===== src/rtl/pfreq_buf.sv =====
// Prefetch request buffer: in-order FIFO from the prefetch engine to the data
// cache with line-granular duplicate suppression and L2-to-DC upgrade.
module pfreq_buf #(
    parameter int unsigned LADDR_W   = 39,
    parameter int unsigned SPTBR_W   = 38,
    parameter int unsigned DEPTH     = 4,
    parameter int unsigned LINE_BITS = 6,
    parameter int unsigned STAT_W    = 16
) (
    input  logic                   clk,
    input  logic                   reset,
    input  logic                   pftodc_req_valid,
    output logic                   pftodc_req_retry,
    input  logic [LADDR_W-1:0]     pftodc_req_laddr,
    input  logic [SPTBR_W-1:0]     pftodc_req_sptbr,
    input  logic                   pftodc_req_l2,
    output logic                   dcreq_valid,
    input  logic                   dcreq_retry,
    output logic [LADDR_W-1:0]     dcreq_laddr,
    output logic [SPTBR_W-1:0]     dcreq_sptbr,
    output logic                   dcreq_l2,
    output logic [STAT_W-1:0]      stats_nreqs,
    output logic [STAT_W-1:0]      stats_ndrop,
    output logic [$clog2(DEPTH):0] occupancy
);

    localparam int unsigned PTR_W = $clog2(DEPTH);
    localparam int unsigned OCC_W = PTR_W + 1;

    logic [LADDR_W-1:0] laddr_mem [DEPTH];
    logic [SPTBR_W-1:0] sptbr_mem [DEPTH];
    logic [DEPTH-1:0]   l2_mem;

    logic [LADDR_W-1:0] laddr_n [DEPTH];
    logic [SPTBR_W-1:0] sptbr_n [DEPTH];
    logic [DEPTH-1:0]   l2_n;

    logic [PTR_W-1:0] head_q, tail_q, head_n, tail_n;
    logic [OCC_W-1:0] occ_n;
    logic [DEPTH-1:0] hit;
    logic             dup, push_acc, pop, wr;

    // Next-state of the entry array, pointers and occupancy from cycle-start state.
    always_comb begin
        hit      = '0;
        push_acc = pftodc_req_valid && !pftodc_req_retry;
        pop      = dcreq_valid && !dcreq_retry;
        for (int unsigned i = 0; i < DEPTH; i++) begin
            hit[i] = ({1'b0, PTR_W'(PTR_W'(i) - head_q)} < occupancy)
                  && (sptbr_mem[i] == pftodc_req_sptbr)
                  && (laddr_mem[i][LADDR_W-1:LINE_BITS] == pftodc_req_laddr[LADDR_W-1:LINE_BITS]);
        end
        dup     = |hit;
        wr      = push_acc && !dup;
        laddr_n = laddr_mem;
        sptbr_n = sptbr_mem;
        l2_n    = l2_mem;
        // A DC-fill duplicate promotes the matching L2-only entry in place.
        if (push_acc && dup && !pftodc_req_l2) begin
            l2_n = l2_mem & ~hit;
        end
        if (wr) begin
            laddr_n[tail_q] = pftodc_req_laddr;
            sptbr_n[tail_q] = pftodc_req_sptbr;
            l2_n[tail_q]    = pftodc_req_l2;
        end
        head_n = head_q + PTR_W'(pop);
        tail_n = tail_q + PTR_W'(wr);
        occ_n  = occupancy + OCC_W'(wr) - OCC_W'(pop);
    end

    // Entry storage carries no reset; validity is tracked by occupancy.
    always_ff @(posedge clk) begin
        laddr_mem <= laddr_n;
        sptbr_mem <= sptbr_n;
        l2_mem    <= l2_n;
    end

    always_ff @(posedge clk or negedge reset) begin
        if (!reset) begin
            head_q           <= '0;
            tail_q           <= '0;
            occupancy        <= '0;
            dcreq_valid      <= 1'b0;
            pftodc_req_retry <= 1'b0;
            dcreq_laddr      <= '0;
            dcreq_sptbr      <= '0;
            dcreq_l2         <= 1'b0;
            stats_nreqs      <= '0;
            stats_ndrop      <= '0;
        end else begin
            head_q           <= head_n;
            tail_q           <= tail_n;
            occupancy        <= occ_n;
            dcreq_valid      <= (occ_n != '0);
            pftodc_req_retry <= (occ_n == OCC_W'(DEPTH));
            dcreq_laddr      <= laddr_n[head_n];
            dcreq_sptbr      <= sptbr_n[head_n];
            dcreq_l2         <= l2_n[head_n];
            if (wr && (stats_nreqs != '1)) begin
                stats_nreqs <= stats_nreqs + STAT_W'(1);
            end
            if (push_acc && dup && (stats_ndrop != '1)) begin
                stats_ndrop <= stats_ndrop + STAT_W'(1);
            end
        end
    end

endmodule


===== config.mk =====
export PLATFORM = sky130hd
export DESIGN_NAME = pfreq_buf
export DESIGN_NICKNAME = d
export VERILOG_FILES = /design/src/rtl/pfreq_buf.sv
export SDC_FILE = /design/constraint.sdc
export NUM_CORES = 1
export LEC_CHECK = 0
export CORE_UTILIZATION = 45
export DETAILED_ROUTE_END_ITERATION = 12
export DONT_BUFFER_PORTS = 1
export PLACE_DENSITY_LB_ADDON = 0.3
export SKIP_CTS_REPAIR_TIMING = 1
export SYNTH_ARGS = -nofsm -noshare
export SYNTH_HDL_FRONTEND = slang
export SYNTH_SLANG_ARGS = --single-unit

===== constraint.sdc =====
create_clock -name clk -period 3.64 [get_ports clk]
set_input_delay 0.182 -clock clk [delete_from_list [all_inputs] [get_ports clk]]
set_output_delay 0.182 -clock clk [all_outputs]
set_load 0.05 [all_outputs]

# Yosys cells after proc, flatten, opt, wreduce, memory -nomap -nowiden
# Cells that the tools add are included.
# Widths: inputs -> output; s select.
totals:
  in_bits: 82
  elab_cells: 98
  reg_bits: 431
classes:
  eq_ne: 11
  n_mux: 21
  n_lt_le_gt_ge: 10
  n_reduce_logical: 23
  add_sub_neg: 10
  bitwise_logic: 4
op_table:
  columns: ["operator", "n"]
  rows:
  - ["$bwmux 156", 1]
  - ["$mux 156", 1]
  - ["$bwmux 152", 1]
  - ["$eq 38x38->1", 4]
  - ["$mux 152", 1]
  - ["$eq 33x33->1", 4]
  - ["$mux 39", 3]
  - ["$mux 38", 3]
  - ["$bmux 39 s2", 1]
  - ["$demux 39 s2", 1]
  - ["$bmux 38 s2", 1]
  - ["$demux 38 s2", 1]
  - ["$add 16x1->16 const B", 2]
  - ["$ne 16x16->1 const B", 2]
  - ["$logic_and 1x1->1", 17]
  - ["$lt 2x3->1", 4]
  - ["$mux 4", 2]
  - ["$ge 3x3->1 const B", 2]
  - ["$lt 2x3->1 const B", 2]
  - ["$not 2->3", 2]
  - ["$add 2x1->2", 2]
  - ["$and 4x4->4", 1]
  - ["$bwmux 4", 1]
  - ["$logic_not 1->1", 4]
  - ["13 further kinds", 16]

# Logic depth before layout (Yosys ltp)
logic_depth:
  word_depth: 12
  ltp_mapped: 17
  ltp_nobuf: 16

# Worst setup path after synthesis
# No wires, ideal clock.
synth_path:
  path_type: "register to register"
  start: "reg occupancy[1]"
  end: "reg dcreq_valid"
  arrival_time_ps: 3627
  n_path_buf: 1
  path_stages_with_launch: 18
  setup_slack_ps: -118
  t_required_ps: 3509
  synth_period_minus_slack_ps: 3758
  cell_sequence: "dfrtp_1 inv_1 ha_1 a21oi_1 nor2_1 o2111ai_1 or3_1 and4_4 buf_6 nand2_4 ha_1 inv_1 ha_1 fa_1 xnor2_1 xnor2_1 inv_1 or3_1"
synth_via:
  elab_chain_len: 9
  elab_cells_between_ends: 18
  classes_between: "add/sub: 2; order compare: 4; reduce/logical: 12"
synth_lines:
  columns: ["item", "line_no", "rtl"]
  rows:
  - ["start, declared", "24", "output logic [$clog2(DEPTH):0] occupancy"]
  - ["start signal, assigned", "94", "occupancy <= occ_n;"]
  - ["$lt 2x3->1", "49", "hit[i] = ({1'b0, PTR_W'(PTR_W'(i) - head_q)} < occupancy)"]
  - ["$logic_and 1x1->1", "50", "&& (sptbr_mem[i] == pftodc_req_sptbr)"]
  - ["$logic_and 1x1->1", "51", "&& (laddr_mem[i][LADDR_W-1:LINE_BITS] == pftodc_req_laddr[LADDR_W-1:LINE_BITS]);"]
  - ["$reduce_or 4->1", "53", "dup = |hit;"]
  - ["$logic_not 1->1", "54", "wr = push_acc && !dup;"]
  - ["$logic_and 1x1->1", "54", null]
  - ["$add 3x1->3 *", "69", "occ_n = occupancy + OCC_W'(wr) - OCC_W'(pop);"]
  - ["$sub 3x1->3 *", "69", null]
  - ["net occ_n[2]", "39", "logic [OCC_W-1:0] occ_n;"]
  - ["$reduce_bool 3->1 *", "95", "dcreq_valid <= (occ_n != '0);"]
  - ["end signal, assigned", "95", null]
  - ["end, declared", "17", "output logic dcreq_valid,"]
# Mark *: on every way through the listed nets, which the timed path passes. The rest lies on a longest branch.
# A chain may end at the register's enable or synchronous reset.

# Worst setup path after layout
layout_path:
  start: "reg laddr_mem[66] (netlist bit)"
  end: "reg dcreq_valid"
layout_via:
  elab_chain_len: 8
layout_lines:
  columns: ["item", "line_no", "rtl"]
  rows:
  - ["start, declared", "30", "logic [LADDR_W-1:0] laddr_mem [DEPTH];"]
  - ["start signal, assigned", "74", "laddr_mem <= laddr_n;"]
  - ["$eq 33x33->1", "51", null]
  - ["$logic_and 1x1->1", "51", null]
  - ["$reduce_or 4->1", "53", null]
  - ["$logic_not 1->1", "54", null]
  - ["$logic_and 1x1->1", "54", null]
  - ["$add 3x1->3", "69", null]
  - ["$sub 3x1->3", "69", null]
  - ["net occ_n[2]", "39", null]
  - ["$reduce_bool 3->1", "95", null]
# The timed path passes the listed nets, and every way through them passes these cells.

==> reports/qor.yml <==
syn_nets: 1936
drive_gt1_share_pct: 29.0
synth.avg_cell_area_um2: 11.0
netlist_area_um2: 20300
drc_errors: 0
ys_seq_area_share_pct: 45.4
worst_r2r_startpoint: "laddr_mem[66]$_DFF_P_"
drt_wl_total_um: 73600
wl_met3_um: 6620
fin_setup_tns_ns: -0.230
cts_max_path_buffers: 3
gp_congestion: 1.00
r2r-end: "dcreq_valid$_DFF_PN0_"
die_x_um: 215
htreeDepth: 2
grt_pass1_wl_um: 101000
setup_viol_count_final: 1
wl_per_cell_um: 27.7
fin_crit_sh_pct: 106
end_kind: "register"
synth_enable_flop_cells: 0
status: "finished with violations"
hp-class: "in -> reg"
placedInstanceArea_um2: 22200
ys_seq_elements: 431
leakagePower_nw: 10.3
cts.sinks: 431
coreArea_um2: 44400
worstSetupPathType: "reg -> reg"
grt_max_degree: 120
drv_cap: 0
syn2layout_area_growth_pct: 22.8
synth_cell_type_count: 51
hp-start: "pftodc_req_sptbr[24]"
cts_tree: "built"
fp.dieH_um: 215
drt-initial-drc-count: 1774
cp_data_arrival_time_ns: 4.34
clk_pin_slew_ns: 0.06
post-route-util_pct: 56.2
wl_met2_um: 33600
grt_pass1_vias: 15000
initial_core_util_pct: 45.8
grtUsageTotal_pct: 29.5
ys_top_cells_by_area: "dfxtp_1 31%, dfrtp_1 15%, mux2_2 14%"
yosysMostFrequentCell: "dfxtp_1"
wl_met1_um: 29800
post-route-min-period_ns: 3.87
dr.pass1.iters: 6
fp.dieArea_um2: 46000
finalPower_mw: 30.2
core.rowCount: 77
drv_slew: 0
tightestPinTransition_ns: 1.17
hold_viol: 2
violations: "hold timing, setup timing"
regArea_um2: 9230
hold_ws_ns: -0.0201
layout_setup_ws_ns: -0.230
root_buffer: "clkbuf_16"
antenna_found_initial: 4
synthCells: 1843
cts_buffers: 48
slew_headroom_pct: 22.1
fin_area_um2: 25000
cp_max_fo: 3
start_kind: "register"
post-dp-hpwl_um: 48200
viasPerCell: 6.11
async_reset_ff_share_pct: 27.6
multi_input_area_um2: 10300
clock_latency_ns: 0.61
min_path_cells: 2
peakVddDrop_mv: 0.648
cp.required_ns: 4.11
highest_layer: "met4"
r2r_slack_ns: -0.23
synthFlopType: "dfxtp_1"
clock_skew_ns: 0.0275
synth_common_cells: "312 x dfxtp_1, 257 x xor2_1, 253 x mux2_2, 159 x nor2_1, 155 x o221ai_1"
yosys_warnings: 0
rsz0062_at_grt: "true"
yosysTopAreaCell: "dfxtp_1"
overflow: 0
r2r_cells: 16
power.density_nw_per_um2: 1210
io_pins: 197
yosysTopAreaCellShare_pct: 30.7
crit_path_start: "laddr_mem[66]$_DFF_P_"
place.port_buffers: 0
final_antenna_net_count: 0
max_freq_mhz: 258
nets: 2115
worstHoldEndpoint: "dcreq_sptbr[24]$_DFF_PN0_"
vias: 16200
fillers: 3819
==> state kept, by name, summed over array words and instances (netlist names), 2 cells and up <==
signal / count
sptbr_mem: 152
head_q: 2
stats_nreqs: 16
dcreq_laddr: 39
stats_ndrop: 16
laddr_mem: 156
dcreq_sptbr: 38
tail_q: 2
occupancy: 3
l2_mem: 4
==> stage by stage <==
| step | worst slack, ns | std cells |
|---|---|---|
| 6_report | -0.230 | 2655 |
| 5_1_grt | -0.353 | 2655 |
| 3_3_place_gp | -0.524 | 2478 |
| 3_5_place_dp | -0.598 | 2478 |
| 4_1_cts | -0.613 | 2568 |
| 2_1_floorplan | 0.0637 | 1843 |
==> layout by cell type (no fill, tap or decap), types with 13 or more instances in the layout <==
cell	count
buf_12	26
buf_4	201
clkbuf_16	50
dfrtp_1	118
dfxtp_1	312
dlygate4sd3_1	79
mux2_1	59
mux2_2	253
nand2_1	13
nand4_1	31
nor2_1	159
nor4_1	53
o221ai_1	155
o22ai_1	71
xnor2_1	62
xor2_1	257
==> how the worst max path moves through the flow <==
stage	slack, ns	endpoint
finish	-0.23	dcreq_valid$_DFF_PN0_
global route	-0.35	dcreq_valid$_DFF_PN0_
CTS	-0.61	dcreq_valid$_DFF_PN0_
detailed placement	-0.60	dcreq_valid$_DFF_PN0_
global placement	-0.52	dcreq_valid$_DFF_PN0_
floorplan	0.06	dcreq_valid$_DFF_PN0_
==> layer usage <==
layer	GRT usage (%)	vias to the layer above
met5	0	-
met4	13.5	0
met3	7.26	199
met2	46.4	874
met1	38.0	8078
li1	-	7067
==> power breakdown <==
part	internal (mW)	leakage, nW	switching [mW]
clock	3.33	0.863	2.08
combinational	6.35	5.33	7.73
sequential	7.23	4.11	3.44
==> kinds of logic (layout without fill, tap and decap cells) <==
family	count (synthesis)	in the layout	synth area share, %
other	0	1	0
buffers and inverters	192	411	4.95
AO/OA/AOI/OAI	255	255	9.95
adder cells (fa/ha/maj)	11	11	0.714
XOR/XNOR	320	320	13.8
AND/OR/NAND/NOR	320	320	7.86
flip-flops	431	431	45.4
multiplexers	314	314	17.4
==> area by class of cell <==
class                      instances  area share [%]
clock inverter                    23            1.42
tap                              592            2.97
inverter                          13           0.195
timing repair buffer             308            11.4
antenna                            1          0.0100
sequential                       431            36.9
clock buffer                      67            5.63
multi-input combinational       1220            41.4
==> worst max-delay path, cell delays in order, from the launching register on <==
cell and delay (ns):
dfxtp_1 0.33, xor2_1 0.16, nor4_2 0.42, nand4_1 0.22, nor4_2 0.43, buf_4 0.18, o2111ai_1 0.15, and4_4 0.26
nand2_4 0.07, ha_1 0.13, inv_1 0.04, ha_1 0.19, fa_1 0.41, xnor2_1 0.15, xnor2_1 0.20, inv_1 0.09
or3_1 0.31
Power figures use the tool's default switching activity.
